===== src/rtl/uart_ram_dump.sv =====
// Reads a range of 16-bit RAM words and sends each one as two 8N1 bytes, low byte first.
// Uses the same bit timing as the RAM loader, so a host can read back a loaded program.
module uart_ram_dump #(
    parameter int unsigned DELAY = 234
) (
    input  logic        clk,
    input  logic        reset,
    input  logic        start,
    input  logic [7:0]  first_addr,
    input  logic [7:0]  last_addr,
    output logic [7:0]  mem_addr,
    input  logic [15:0] mem_data,
    output logic        tx,
    output logic        busy,
    output logic        done
);

    localparam int unsigned ADDR_W = 8;
    localparam int unsigned WORD_W = 16;
    localparam int unsigned BIT_W  = 3;
    localparam int unsigned BAUD_W = $clog2(DELAY + 2);

    typedef enum logic [2:0] {
        ST_IDLE,
        ST_FETCH,
        ST_LATCH,
        ST_START,
        ST_DATA,
        ST_STOP
    } state_t;

    state_t              state_q, state_d;
    logic [BAUD_W-1:0]   baud_q, baud_d;
    logic [BIT_W-1:0]    bit_q, bit_d;
    logic                byte_sel_q, byte_sel_d;
    logic [WORD_W-1:0]   word_q, word_d;
    logic [ADDR_W-1:0]   addr_q, addr_d;
    logic [ADDR_W-1:0]   end_q, end_d;
    logic                tx_q, tx_d;
    logic                busy_q, busy_d;
    logic                done_q, done_d;

    logic                baud_last_c;
    logic                final_byte_c;
    logic                stop_end_c;

    // State and datapath registers; reset forces the line idle high immediately.
    always_ff @(posedge clk or negedge reset) begin
        if (!reset) begin
            state_q    <= ST_IDLE;
            baud_q     <= '0;
            bit_q      <= '0;
            byte_sel_q <= 1'b0;
            word_q     <= '0;
            addr_q     <= '0;
            end_q      <= '0;
            tx_q       <= 1'b1;
            busy_q     <= 1'b0;
            done_q     <= 1'b0;
        end else begin
            state_q    <= state_d;
            baud_q     <= baud_d;
            bit_q      <= bit_d;
            byte_sel_q <= byte_sel_d;
            word_q     <= word_d;
            addr_q     <= addr_d;
            end_q      <= end_d;
            tx_q       <= tx_d;
            busy_q     <= busy_d;
            done_q     <= done_d;
        end
    end

    assign baud_last_c  = (baud_q == BAUD_W'(DELAY));
    assign final_byte_c = byte_sel_q && (addr_q == end_q);
    // tx lags the FSM by one register stage, so the last stop bit gets one extra
    // count to make done/busy fall exactly when that bit finishes on the line.
    assign stop_end_c   = final_byte_c ? (baud_q == BAUD_W'(DELAY + 1)) : baud_last_c;

    // Next-state and next-output logic.
    always_comb begin
        state_d    = state_q;
        baud_d     = baud_q;
        bit_d      = bit_q;
        byte_sel_d = byte_sel_q;
        word_d     = word_q;
        addr_d     = addr_q;
        end_d      = end_q;
        tx_d       = 1'b1;
        busy_d     = busy_q;
        done_d     = 1'b0;

        case (state_q)
            ST_IDLE: begin
                baud_d = '0;
                if (start) begin
                    addr_d  = first_addr;
                    end_d   = last_addr;
                    busy_d  = 1'b1;
                    state_d = ST_FETCH;
                end
            end

            ST_FETCH: begin
                baud_d  = '0;
                state_d = ST_LATCH;
            end

            ST_LATCH: begin
                baud_d     = '0;
                word_d     = mem_data;
                byte_sel_d = 1'b0;
                state_d    = ST_START;
            end

            ST_START: begin
                tx_d = 1'b0;
                if (baud_last_c) begin
                    baud_d  = '0;
                    bit_d   = '0;
                    state_d = ST_DATA;
                end else begin
                    baud_d = baud_q + BAUD_W'(1);
                end
            end

            ST_DATA: begin
                tx_d = word_q[{byte_sel_q, bit_q}];
                if (baud_last_c) begin
                    baud_d = '0;
                    if (bit_q == BIT_W'(7)) begin
                        state_d = ST_STOP;
                    end else begin
                        bit_d = bit_q + BIT_W'(1);
                    end
                end else begin
                    baud_d = baud_q + BAUD_W'(1);
                end
            end

            ST_STOP: begin
                tx_d = 1'b1;
                if (stop_end_c) begin
                    baud_d = '0;
                    if (!byte_sel_q) begin
                        byte_sel_d = 1'b1;
                        state_d    = ST_START;
                    end else if (final_byte_c) begin
                        done_d  = 1'b1;
                        busy_d  = 1'b0;
                        state_d = ST_IDLE;
                    end else begin
                        addr_d  = addr_q + ADDR_W'(1);
                        state_d = ST_FETCH;
                    end
                end else begin
                    baud_d = baud_q + BAUD_W'(1);
                end
            end

            default: begin
                state_d = ST_IDLE;
                baud_d  = '0;
                busy_d  = 1'b0;
            end
        endcase
    end

    assign mem_addr = addr_q;
    assign tx       = tx_q;
    assign busy     = busy_q;
    assign done     = done_q;

endmodule


===== config.mk =====
export PLATFORM = sky130hd
export DESIGN_NAME = uart_ram_dump
export DESIGN_NICKNAME = d
export VERILOG_FILES = /design/src/rtl/uart_ram_dump.sv
export SDC_FILE = /design/constraint.sdc
export NUM_CORES = 1
export LEC_CHECK = 0
export CAP_MARGIN = 30
export CORE_MARGIN = 4
export CORE_UTILIZATION = 48
export CTS_CLUSTER_SIZE = 10
export DETAILED_ROUTE_END_ITERATION = 7
export PLACE_DENSITY_LB_ADDON = 0.25
export SLEW_MARGIN = 10
export SYNTH_ARGS = -nofsm -noshare
export SYNTH_HDL_FRONTEND = slang
export SYNTH_SLANG_ARGS = --single-unit

===== constraint.sdc =====
create_clock -name clk -period 1.75 [get_ports clk]
set_input_delay 0.525 -clock clk [delete_from_list [all_inputs] [get_ports clk]]
set_output_delay 0.525 -clock clk [all_outputs]
set_load 0.01 [all_outputs]

==> impl_metrics.json <==
{
  "worst_ep_required_time_ns": 1.95,
  "pwr-share-clk": 0.379,
  "ys_ff_latch": 50,
  "cts-htree-levels": 2,
  "r2r-end": "mem_addr[1]$_DFFE_PN0P_",
  "synthFlopType": "dfrtp_1",
  "die-area_mm2": 0.00685,
  "synth_nets": 297,
  "rrSetupSlack_ns": -0.15,
  "setup_slack_ns": -0.154,
  "die_h_um": 82.7,
  "grt_pass1_vias": 2232,
  "drc": 0,
  "grt.busiest_layer": "met2",
  "hold_path_class": "in2async",
  "synth_top_family_by_area": "simple AND/OR/NAND/NOR gates",
  "routedWlPerCell_um": 16.1,
  "vias_per_cell": 5.51,
  "slew_violations": 0,
  "grt_util_met1": 0.291,
  "cts_tree": "yes",
  "setup_violations": 34,
  "swShare": 0.206,
  "synth-edff-count": 0,
  "async_flop_share": 1.00,
  "power_density_mw_per_mm2": 553,
  "tightest_slew_ns": 0.401,
  "antennaDiodeCount": 0,
  "cts_buffers": 5,
  "r2r-start": "mem_addr[5]$_DFFE_PN0P_",
  "total_leakage_power_nw": 1.73,
  "hold_slack_ns": 0.133,
  "hpwl_um": 4930,
  "yosys.area_share.simple": 0.201,
  "p_seq_frac": 0.556,
  "ctsRootBufferMaster": "clkbuf_8",
  "die_width_um": 82.7,
  "regArea_mm2": 0.00126,
  "synthXorXnorAreaFrac": 0.0485,
  "gp_congestion": 0.882,
  "nFillCells": 381,
  "vias": 2288,
  "yosysSeqAreaShare": 0.467,
  "met2_usage": 0.325,
  "post-route-period-util": 1.09,
  "yosys.area_share.adder": 0.0233,
  "layout-area-overhead-vs-synth_pct": 43.5,
  "vdd_drop_max_mv": 0.423,
  "syn_area_mm2": 0.00268,
  "grt_usage": 0.205,
  "cap_viol_max_count": 0,
  "multiInputGateArea_mm2": 0.00149,
  "crit_fanout": 3,
  "r2r_cells": 7,
  "drive_gt1_frac": 0.357,
  "io_buffers": 45,
  "status": "complete, but fails checks",
  "startpoint_type": "register",
  "grt_pass1_wl_um": 10500,
  "clock_sinks": 50,
  "final_core_util": 0.730,
  "hold_viol_final": 0,
  "use_met3": 0.0380,
  "violations": "negative setup slack",
  "path_clk_slew_ns": 0.09,
  "fin_skew_ns": 0.0140,
  "rows": 26,
  "synth_mux_area_frac": 0.121,
  "antenna_found_initial": 0,
  "synth_cell_types": 48,
  "critPathKind": "reg2reg",
  "drt_iter0_markers": 197,
  "first_pass_iters": 4,
  "cts_hold_buf": 0,
  "grt_max_degree": 29,
  "arrival_ns": 2.10,
  "postRouteWirelength_um": 6700,
  "start_util": 0.509,
  "finalNetCount": 384,
  "cts.path.max_buffers": 2,
  "netSwitchingPower_mw": 0.439,
  "synth_cells": 257,
  "cell_internal_pwr_mw": 1.69,
  "yosysWarnings": 0,
  "overflow": 0,
  "rsz0062_at_grt": "yes",
  "syn_avg_cell_area_um2": 10.4,
  "worstSetupEndpointType": "register",
  "clk_latency_ns": 0.31,
  "postRouteAntennaNets": 0,
  "core-area_mm2": 0.00527,
  "period_needed_ns": 1.90,
  "num_io_pins": 46,
  "comb_power_share": 0.065,
  "max_freq_ghz": 0.525,
  "worst_slew_margin_rel": 0.733,
  "synth_compound_area_frac": 0.105
}
==> worst max-delay path by stage <==
stage | startpoint | end | slack (ns) | cells after the start
6_report | mem_addr[5]$_DFFE_PN0P_ | mem_addr[1]$_DFFE_PN0P_ | -0.15 | 7
5_1_grt | mem_addr[5]$_DFFE_PN0P_ | mem_addr[1]$_DFFE_PN0P_ | -0.21 | 7
4_1_cts | mem_addr[5]$_DFFE_PN0P_ | state_q[2]$_DFFE_PN0P_ | -0.18 | 6
3_5_place_dp | start | mem_addr[3]$_DFFE_PN0P_ | -0.41 | 5
3_3_place_gp | start | mem_addr[1]$_DFFE_PN0P_ | -0.39 | 4
2_1_floorplan | mem_addr[4]$_DFFE_PN0P_ | baud_q[1]$_DFF_PN0_ | -0.18 | 6
==> critical path, stage by stage (launching register included) <==
cell and delay, ns:
dfrtp_1 0.43, xnor2_1 0.19, nand3_2 0.09, buf_4 0.15, buf_6 0.11, nor3_4 0.25
o21a_1 0.25, mux2_4 0.32
==> metal layers <==
metal | vias to the layer above | part of all wire
li1 | 1094 | -
met4 | 0 | 0.011
met5 | - | 0
met2 | 73 | 0.48
met3 | 12 | 0.069
met1 | 1109 | 0.44
==> through the flow <==
stage                     cells  setup TNS [ns]  setup slack, ns  power [mW]  instance area, um^2
after CTS                   411           -1.43           -0.185        2.14                 3700
after global routing        415           -4.46           -0.209        2.20                 3850
final                       415           -1.85           -0.154        2.13                 3850
after global placement      400           -6.84           -0.394        1.34                 3500
after floorplan             257           -1.46           -0.183        1.23                 2690
after detailed placement    400           -6.74           -0.407        1.35                 3500
==> layout make-up <==
| type | count | share of cell area |
|---|---|---|
| Clock inverter | 3 | 0.0104 |
| Timing Repair Buffer | 96 | 0.231 |
| Multi-Input combinational cell | 186 | 0.387 |
| Tap cell | 70 | 0.0228 |
| Inverter | 5 | 0.00488 |
| Sequential cell | 50 | 0.326 |
| Clock buffer | 5 | 0.0179 |
==> power by group through the flow <==
stage | clock network [mW] | logic [mW] | registers, mW
after floorplan | 0 | 0.0295 | 1.20
after global placement | 0 | 0.139 | 1.20
after detailed placement | 0 | 0.142 | 1.21
after CTS | 0.817 | 0.142 | 1.18
after global routing | 0.860 | 0.151 | 1.19
final | 0.806 | 0.139 | 1.18
==> kinds of logic (layout without fill, tap and decap cells) <==
kind of cell,count (synthesis),in the layout
muxes,24,24
AOI/OAI and AO/OA,38,38
adders and majority gates,5,5
and+or+nand+nor,105,105
buffers and inverters,21,109
xor gates and xnor gates,14,14
DFF,50,50
==> cells in the final DEF, fill, tap and decap left out, drive strengths merged, types with 2 or more instances in the layout <==
master	instances
o21ai	5
buf	52
nand4	4
nand2	39
mux4	5
nor2	17
or4	2
ha	5
and2	3
a21oi	6
o211ai	13
mux2	17
or2	2
inv	5
nand3	16
mux2i	2
dfrtp	49
o22ai	2
clkinv	2
a22o	2
o31ai	2
clkdlybuf4s50	33
dlygate4sd2	8
nor3	4
xor2	5
nor4	3
and3	5
a31oi	3
clkbuf	7
nand2b	3
xnor2	9
==> Yosys cell counts, types with 2 or more instances <==
cell type,instances,area [um^2]
a22o_1,2,17.5
ha_1,5,62.6
buf_2,5,25.0
o21ai_0,4,20.0
inv_1,5,18.8
o31ai_1,2,15.0
o211ai_1,13,97.6
clkbuf_1,10,37.5
nand2b_1,3,18.8
and3_1,5,31.3
xor2_1,5,43.8
nand4_1,3,18.8
nand2_1,39,146
o22ai_1,2,12.5
mux2_2,17,191
or2_2,2,12.5
a21oi_1,6,30.0
mux2i_1,2,20.0
xnor2_1,8,70.1
a31oi_1,3,18.8
nor3_1,3,15.0
mux4_2,5,113
nor2_1,17,63.8
dfrtp_1,49,1230
nand3_1,15,75.1
nor4_1,3,18.8
and2_1,3,18.8
==> repair_timing <==
item	CTS	global route
setup endpoints to repair	32	45
pin swaps	22	17
gates resized for setup	29	34
setup buffers	3	4
==> sequential cells by signal, summed over array words and instances (netlist names) <==
| signal | cells |
|---|---|
| word_q | 16 |
| baud_q | 8 |
| end_q | 8 |
| mem_addr | 8 |
| bit_q | 3 |
| state_q | 3 |
| busy | 1 |
| byte_sel_q | 1 |
| done | 1 |
| tx | 1 |
No activity file was read; power rests on OpenSTA's default activity.
==> edit: new RTL, same flow settings <==
The 6 states of `state_t` get a one-hot encoding in 6 bits.
--- a/src/rtl/uart_ram_dump.sv
+++ b/src/rtl/uart_ram_dump.sv
@@ -20,13 +20,13 @@
     localparam int unsigned BIT_W  = 3;
     localparam int unsigned BAUD_W = $clog2(DELAY + 2);
 
-    typedef enum logic [2:0] {
-        ST_IDLE,
-        ST_FETCH,
-        ST_LATCH,
-        ST_START,
-        ST_DATA,
-        ST_STOP
+    typedef enum logic [5:0] {
+        ST_IDLE  = 6'b000001,
+        ST_FETCH = 6'b000010,
+        ST_LATCH = 6'b000100,
+        ST_START = 6'b001000,
+        ST_DATA  = 6'b010000,
+        ST_STOP  = 6'b100000
     } state_t;
 
     state_t              state_q, state_d;
Formal check against the unedited RTL: same outputs for any inputs over 10 cycles, from zero or initial values and one cycle with reset low; not proved beyond that.
==> edit against the unedited design <==
The flow still finishes with violations (setup timing). Die area is 3.2% higher. Critical path type unchanged. Synthesized area grew 3.5%. Count of clock-buffer cells in the layout increased by 1. Setup slack worse by 0.32 ns. Cell area up 3.5%. Global-route usage fell by 0.83 points. Via count decreased by 1.9%. Maximum frequency down 14%. First-iteration DRC count shrank 43%. Sequential cell count rose by 3. Routed wire length down 2.0%.
Power is not compared: it rests on default switching activity, and its combinational part moved more than twofold at a synthesized area within 25%.
==> edit: results (changes against the unedited design) <==
Clock network power share -> 0.154
CP Data Arrival Time -> 2.42 ns (+0.32 ns)
Final setup fails -> 22 (-35%)
Htree depth -> 2 (unchanged)
Post-DP HPWL -> 4668 µm (-5.2%)
Setup TNS Final -> -8.193 ns (-6.343 ns)
Post-DP Area -> 3729 µm² (+6.7%)
Vias in the first global route -> 2428 (+8.8%)
RR Endpoint -> state_q[4]
Initial DRC count -> 113 (-43%)
CP delay by family, top -> simple AND/OR/NAND/NOR gates
First-pass GRT wire length -> 11230 µm (+6.8%)
Vias -> 2244 (-1.9%)
Clock buf/inv share -> 0.03016 (+0.001877)
Routed met3 length -> 240 µm (-48%)
Clock skew -> 0.01044 ns (-0.003538 ns)
Worst-path maximum fanout -> 4 (+1)
Post-synthesis sequential area ratio -> 0.4788 (+0.01171)
WHS -> 0.1811 ns (+0.04817 ns)
Netlist cell types -> 55 (+15%)
Layout cells sized above 1 -> 0.4162 (+0.05966)
Count of plain and timing-repair buffers -> 104 (+8.3%)
DR vias/cell -> 5.368 (-2.6%)
Violated checks -> setup timing
Nets -> 385 (+0.26%)
Worst-case reg-to-reg path depth -> 9 (+2)
M1 GR Usage -> 0.2375 (-0.05332)
Total GRT Usage -> 0.1962 (-0.008322)
Met1 WL -> 2780 µm (-6.2%)
DR WL/cell -> 15.70 µm (-2.7%)
Fillers -> 426 (+12%)
Crit-path slowest cell -> dfrtp_2
Area contributors post-synth -> dfrtp_1 46%, mux2_2 9.7%, mux4_2 4.1%
Ys Warns -> 0 (unchanged)
Root buffer cell -> clkbuf_8
Final RePlAce weighted congestion -> 0.8903 (+0.91%)
Placement Setup Slack -> -0.4262 ns (-0.01939 ns)
Syn_area_per_cell -> 11.42 µm² (+9.5%)
Register area -> 1331 µm² (+6.0%)
CP Class -> reg2reg
Largest net degree at the start of global routing -> 54 (+86%)
Placed Cells -> 405 (+1.3%)
R2R Path Start -> mem_addr[0]
Multi-input combinational gate total -> 179 (-3.8%)
Routing usage on met3 -> 0.04146 (+0.003500)
Clock Buffer Count -> 6 (+1)
Post-Syn Nets -> 283 (-4.7%)
Invs w/o clock -> 2 (-3)
Grt met2 use -> 0.3479 (+0.02340)
Outcome -> complete, but fails checks
Fraction of area in multi-input gates -> 0.3745 (-0.01238)
Seq_cells -> 53 (+6.0%)
Final worst setup slack -> -0.4746 ns (-0.3206 ns)
Worst Tran Pin Value -> 0.4639 ns (+0.06301 ns)
[edit: logic make-up (layout without fill, tap and decap cells)]
family / Yosys count / count (layout) / synth area share
AO/OA/AOI/OAI: 41 / 41 / 0.09784
XOR/XNOR: 16 / 16 / 0.05049
adder cells (fa/ha/maj): 5 / 5 / 0.02254
buffers and inverters: 11 / 114 / 0.03111
flip-flops: 53 / 53 / 0.4788
multiplexers: 35 / 35 / 0.1614
AND/OR/NAND/NOR: 82 / 82 / 0.1578
[edit: stage by stage]
stage / util / power, W
final: 0.7188 / 0.005708
after global routing: 0.7188 / 0.006080
after CTS: 0.7094 / 0.005629
after detailed placement: 0.6730 / 0.004692
after global placement: 0.6730 / 0.004601
after floorplan: - / 0.003611
[edit: timing repair]
item                                    in CTS  in global routing
setup buffers                                4                  3
pin swaps                                    4                  5
gates resized for setup                     27                 16
endpoints found under the setup margin      43                 46
